===== src/rtl/tick_mmss_timer.sv =====
// MM:SS BCD countdown driven by a 1 Hz tick, with expiry flag and upstream tick restart.
// Optional feature: define TICK_MMSS_BLINK_EN to blink the display (Blank) while expired.
module tick_mmss_timer #(
    parameter int MAX_MIN_TENS = 5
) (
    input  logic       Clock,
    input  logic       Reset,
    input  logic       Tick,
    input  logic       Load,
    input  logic [3:0] LoadMinTens,
    input  logic [3:0] LoadMinOnes,
    input  logic [3:0] LoadSecTens,
    input  logic [3:0] LoadSecOnes,
    input  logic       Start,
    input  logic       Stop,
    output logic [3:0] MinTens,
    output logic [3:0] MinOnes,
    output logic [3:0] SecTens,
    output logic [3:0] SecOnes,
    output logic       Running,
    output logic       Expired,
    output logic       Done,
    output logic       TickRestart,
    output logic       Blank
);

    typedef enum logic [1:0] {
        IDLE    = 2'd0,
        RUN     = 2'd1,
        PAUSE   = 2'd2,
        EXPIRED = 2'd3
    } state_t;

    localparam logic [3:0] MAX_MT = 4'(MAX_MIN_TENS);

    state_t     state_q, state_d;
    logic [3:0] min_tens_q, min_tens_d;
    logic [3:0] min_ones_q, min_ones_d;
    logic [3:0] sec_tens_q, sec_tens_d;
    logic [3:0] sec_ones_q, sec_ones_d;
    logic       running_q, running_d;
    logic       expired_q, expired_d;
    logic       done_q, done_d;
    logic       restart_q, restart_d;
    logic       count_zero;
    logic       tick_act;

    function automatic logic [3:0] clamp(input logic [3:0] d, input logic [3:0] lim);
        return (d > lim) ? lim : d;
    endfunction

    assign count_zero = (min_tens_q == 4'd0) && (min_ones_q == 4'd0) &&
                        (sec_tens_q == 4'd0) && (sec_ones_q == 4'd0);
    // A tick only acts when no higher-priority control input is present.
    assign tick_act   = Tick && !Load && !Stop && !Start;

    always_comb begin
        state_d    = state_q;
        min_tens_d = min_tens_q;
        min_ones_d = min_ones_q;
        sec_tens_d = sec_tens_q;
        sec_ones_d = sec_ones_q;
        done_d     = 1'b0;
        restart_d  = 1'b0;

        if (Load) begin
            min_tens_d = clamp(LoadMinTens, MAX_MT);
            min_ones_d = clamp(LoadMinOnes, 4'd9);
            sec_tens_d = clamp(LoadSecTens, 4'd5);
            sec_ones_d = clamp(LoadSecOnes, 4'd9);
            state_d    = IDLE;
        end else if (Stop) begin
            if (state_q == RUN) begin
                state_d = PAUSE;
            end else if (state_q == EXPIRED) begin
                state_d = IDLE;
            end
        end else if (Start) begin
            if ((state_q == IDLE || state_q == PAUSE) && !count_zero) begin
                state_d   = RUN;
                restart_d = 1'b1;
            end
        end else if (tick_act && state_q == RUN && !count_zero) begin
            // BCD borrow chain; RUN is never entered at 00:00 so minutes-tens cannot underflow.
            if (sec_ones_q != 4'd0) begin
                sec_ones_d = sec_ones_q - 4'd1;
            end else begin
                sec_ones_d = 4'd9;
                if (sec_tens_q != 4'd0) begin
                    sec_tens_d = sec_tens_q - 4'd1;
                end else begin
                    sec_tens_d = 4'd5;
                    if (min_ones_q != 4'd0) begin
                        min_ones_d = min_ones_q - 4'd1;
                    end else begin
                        min_ones_d = 4'd9;
                        min_tens_d = min_tens_q - 4'd1;
                    end
                end
            end
            if (min_tens_d == 4'd0 && min_ones_d == 4'd0 &&
                sec_tens_d == 4'd0 && sec_ones_d == 4'd0) begin
                state_d = EXPIRED;
                done_d  = 1'b1;
            end
        end

        running_d = (state_d == RUN);
        expired_d = (state_d == EXPIRED);
    end

    always_ff @(posedge Clock or negedge Reset) begin
        if (!Reset) begin
            state_q    <= IDLE;
            min_tens_q <= 4'd0;
            min_ones_q <= 4'd0;
            sec_tens_q <= 4'd0;
            sec_ones_q <= 4'd0;
            running_q  <= 1'b0;
            expired_q  <= 1'b0;
            done_q     <= 1'b0;
            restart_q  <= 1'b0;
        end else begin
            state_q    <= state_d;
            min_tens_q <= min_tens_d;
            min_ones_q <= min_ones_d;
            sec_tens_q <= sec_tens_d;
            sec_ones_q <= sec_ones_d;
            running_q  <= running_d;
            expired_q  <= expired_d;
            done_q     <= done_d;
            restart_q  <= restart_d;
        end
    end

`ifdef TICK_MMSS_BLINK_EN
    logic blank_q, blank_d;

    // Entry from RUN sees blank_q already 0, so the first tick in EXPIRED drives it to 1.
    always_comb begin
        blank_d = 1'b0;
        if (state_d == EXPIRED) begin
            blank_d = (state_q == EXPIRED && tick_act) ? ~blank_q : blank_q;
        end
    end

    always_ff @(posedge Clock or negedge Reset) begin
        if (!Reset) begin
            blank_q <= 1'b0;
        end else begin
            blank_q <= blank_d;
        end
    end

    assign Blank = blank_q;
`else
    assign Blank = 1'b0;
`endif

    assign MinTens     = min_tens_q;
    assign MinOnes     = min_ones_q;
    assign SecTens     = sec_tens_q;
    assign SecOnes     = sec_ones_q;
    assign Running     = running_q;
    assign Expired     = expired_q;
    assign Done        = done_q;
    assign TickRestart = restart_q;

endmodule


===== config.mk =====
export PLATFORM = sky130hd
export DESIGN_NAME = tick_mmss_timer
export DESIGN_NICKNAME = d
export VERILOG_FILES = /design/src/rtl/tick_mmss_timer.sv
export SDC_FILE = /design/constraint.sdc
export NUM_CORES = 1
export LEC_CHECK = 0
export CAP_MARGIN = 10
export CORE_AREA = 2 2 85 46
export DETAILED_ROUTE_END_ITERATION = 7
export DIE_AREA = 0 0 87 48
export PLACE_DENSITY = 0.82
export SYNTH_ARGS = -nofsm -noshare
export SYNTH_HDL_FRONTEND = slang
export SYNTH_SLANG_ARGS = --single-unit

===== constraint.sdc =====
create_clock -name Clock -period 2.1 [get_ports Clock]
set_input_delay 0.42 -clock Clock [delete_from_list [all_inputs] [get_ports Clock]]
set_output_delay 0.42 -clock Clock [all_outputs]
set_load 0.005 [all_outputs]

==> results.json <==
{
  "cts_buffers": 3,
  "dp.cells": 271,
  "grt_overflow_total": 0,
  "cts_root_buffer": "clkbuf_8",
  "cap_violations": 0,
  "busiest_layer": "met2",
  "synth_seq_cells": 22,
  "dr.first_iter.drc_count": 102,
  "comb_power_share_pct": 32.9,
  "ios": 43,
  "slew_headroom_pct": 64.0,
  "hold_class": "in -> async",
  "async_reset_ff_share_pct": 100,
  "wirelength_um": 4660,
  "fin_cells": 280,
  "wl_per_cell_um": 16.6,
  "p_sw_share_pct": 30.2,
  "vias_per_cell": 5.66,
  "synthDistinctLibCells": 44,
  "cp.required_ns": 2.27,
  "crit_top_cell": "or4_4",
  "cp_slowest_cell": "or4_4",
  "setup_viol": 0,
  "core_mm2": 0.00336,
  "area_growth_pct": 67.0,
  "crit_fanout": 4,
  "grt_max_degree": 23,
  "critical_path.startpoint_type": "flop",
  "die_x_um": 87,
  "synth_nets": 183,
  "most-common-layout-cells": "buf_4, clkdlybuf4s50_1, dfrtp_1, nor2_1, o21ai_0",
  "yosysSeqAreaShare_pct": 39.9,
  "synth-edff-count": 0,
  "ys.flop_type": "dfrtp_1",
  "port_buffers": 41,
  "clkPwrFrac_pct": 27.3,
  "rows": 15,
  "syn_area_per_cell_um2": 8.91,
  "outcome": "finished clean",
  "max_freq_mhz": 485,
  "max_slew.worst_pin.slew_ns": 0.536,
  "grt_usage_pct": 22.7,
  "drive_gt1_share_pct": 29.8,
  "fp.dieArea_mm2": 0.00418,
  "yosysWarnings": 0,
  "initial_core_util_pct": 41.1,
  "drcViolationCount": 0,
  "ctsHtreeMaxLevel": 1,
  "hold_violations": 0,
  "cts_sinks": 22,
  "max_stage_delay_ns": 0.61,
  "clk_latency_ns": 0.28,
  "p_leak_nw": 0.975,
  "critical_path_class": "reg -> reg",
  "dpl.hpwl_um": 3330,
  "p_sw_mw": 0.362,
  "p_int_mw": 0.837,
  "die_height_um": 48,
  "power_density_mw_per_mm2": 519,
  "critPathTopFamily": "simple AND/OR/NAND/NOR gates",
  "grt.met2_usage_pct": 42.1,
  "worst-path-stages": 5,
  "cp_cell_sequence": "or4_4, or2_1, or4_4, mux2i_1, a21oi_1",
  "skew_ns": 0.00238,
  "postCtsHoldBufs": 0,
  "grt_pass1_wl_um": 7050,
  "ant_nets": 0,
  "drtPass1Iterations": 5,
  "first_global_vias": 1556,
  "synth_top_area_share_pct": 39.9,
  "vias": 1584,
  "yosys-top-cells-area": "dfrtp_1, ha_1, o21ai_0",
  "reg2reg_depth": 5,
  "synth_area_mm2": 0.00138,
  "antenna_found_initial": 0,
  "gr-usage-met1_pct": 27.6,
  "final_max_slew_viol_count": 0,
  "peakVddDrop_mv": 0.255,
  "cts_tree": "built",
  "layout_min_cycle_time_ns": 2.06,
  "cp_num_buf_inv": 0,
  "syn_inst": 155,
  "cts.path.max_buffers": 2,
  "yosysTopAreaCell": "dfrtp_1",
  "p_seq_share_pct": 39.8,
  "gp_congestion": 0.868,
  "grt_use_met3_pct": 4.48,
  "layout.nets": 267,
  "dpl_worst_slack_ns": -0.423,
  "clkSlewWorstSetupHoldPaths_ns": 0.09,
  "min_period_over_period_pct": 98.3,
  "end_kind": "flop",
  "setup_slack_ns": 0.0365,
  "num_antenna_cells": 0,
  "final_common_cell": "buf_4",
  "worstPathArrival_ns": 2.23,
  "hold_slack_ns": 0.486
}
-- worst paths after layout --
kind | startpoint | to | slack [ns]
max | SecOnes[3]$_DFFE_PN0P_ | MinOnes[1]$_DFFE_PN0P_ | 0.04
max in group asynchronous | Reset | MinTens[3]$_DFFE_PN0P_ | 1.38
min | Reset | MinTens[2]$_DFFE_PN0P_ | 0.49
min reg2reg | MinTens[3]$_DFFE_PN0P_ | MinTens[3]$_DFFE_PN0P_ | 0.61
min in group Clock | Stop | TickRestart$_DFF_PN0_ | 0.52
max reg2reg | SecOnes[3]$_DFFE_PN0P_ | MinOnes[1]$_DFFE_PN0P_ | 0.04
-- per-layer routing --
layer | share of wire (%) | vias to the layer above
met2 | 49 | 85
met3 | 7.7 | 22
li1 | - | 737
met5 | 0 | -
met1 | 41 | 740
met4 | 2.8 | 0
-- worst reg2reg max path, delay by kind of cell (launching register included) --
kind / cells / cell delay, ns
AOI/OAI and AO/OA: 1 / 0.08
DFF: 1 / 0.39
muxes: 1 / 0.17
and+or+nand+nor: 3 / 1.32
-- final cells by class --
type / count / area (um2)
clock buffers: 4 / 55.1
flip-flops and latches: 22 / 551
inverters: 10 / 37.5
repair buffers: 86 / 757
multi-input cells: 116 / 855
fillers: 254 / 1050
well taps: 42 / 52.6
-- power groups by stage --
stage                     Clock [mW]  Sequential [mW]  Combinational (mW)
after global placement             0            0.481               0.346
after CTS                      0.322            0.475               0.374
after floorplan                    0            0.501               0.118
after global routing           0.336            0.480               0.425
after detailed placement           0            0.483               0.360
final                          0.327            0.477               0.394
-- through the flow --
| stage | power, mW | TNS, ns | util, % | area, um2 |
|---|---|---|---|---|
| floorplan | 0.619 | -0.00873 | - | 1390 |
| global placement | 0.827 | -2.38 | 63.0 | 2120 |
| detailed placement | 0.843 | -3.34 | 63.0 | 2120 |
| CTS | 1.17 | -0.000149 | 66.7 | 2240 |
| global route | 1.24 | -0.0236 | 68.7 | 2310 |
| finish | 1.20 | 0 | 68.7 | 2310 |
-- state kept, by name (all words and copies together) (netlist names) --
name and flops:
Done 1, MinOnes 4, state_q 2, Expired 1
SecTens 4, TickRestart 1, MinTens 4, SecOnes 4
Running 1
-- cells by family after synthesis --
group / share of synthesized area (%)
compound gates: 20.3
xor+xnor: 1.90
fa+ha+maj: 5.43
buf+inv: 5.07
flops: 39.9
mux: 1.54
other cells: 0.271
simple gates: 25.6
-- synthesized netlist by cell type (2+ instances only) --
cell      number
a31oi_1        2
inv_1         10
o221ai_1       2
nand2b_1       3
o21ai_0       14
or4_1          4
nand2_1        9
and2_1         2
xor2_1         2
o21a_1         2
ha_1           6
nor4_1         3
a21oi_1       11
nor4_2         2
a211oi_1       4
buf_2          2
dfrtp_1       22
nor2_1        15
nor3_1         5
clkbuf_1       4
nand4_1        2
or3_1          2
nand3_1        6
-- repair_timing --
| item | CTS | global route |
|---|---|---|
| buffers inserted | 4 | 1 |
| gates resized for setup | 13 | 15 |
| pin swaps | 7 | 8 |
| setup endpoints to repair | 9 | 15 |
Power figures use the tool's default switching activity.
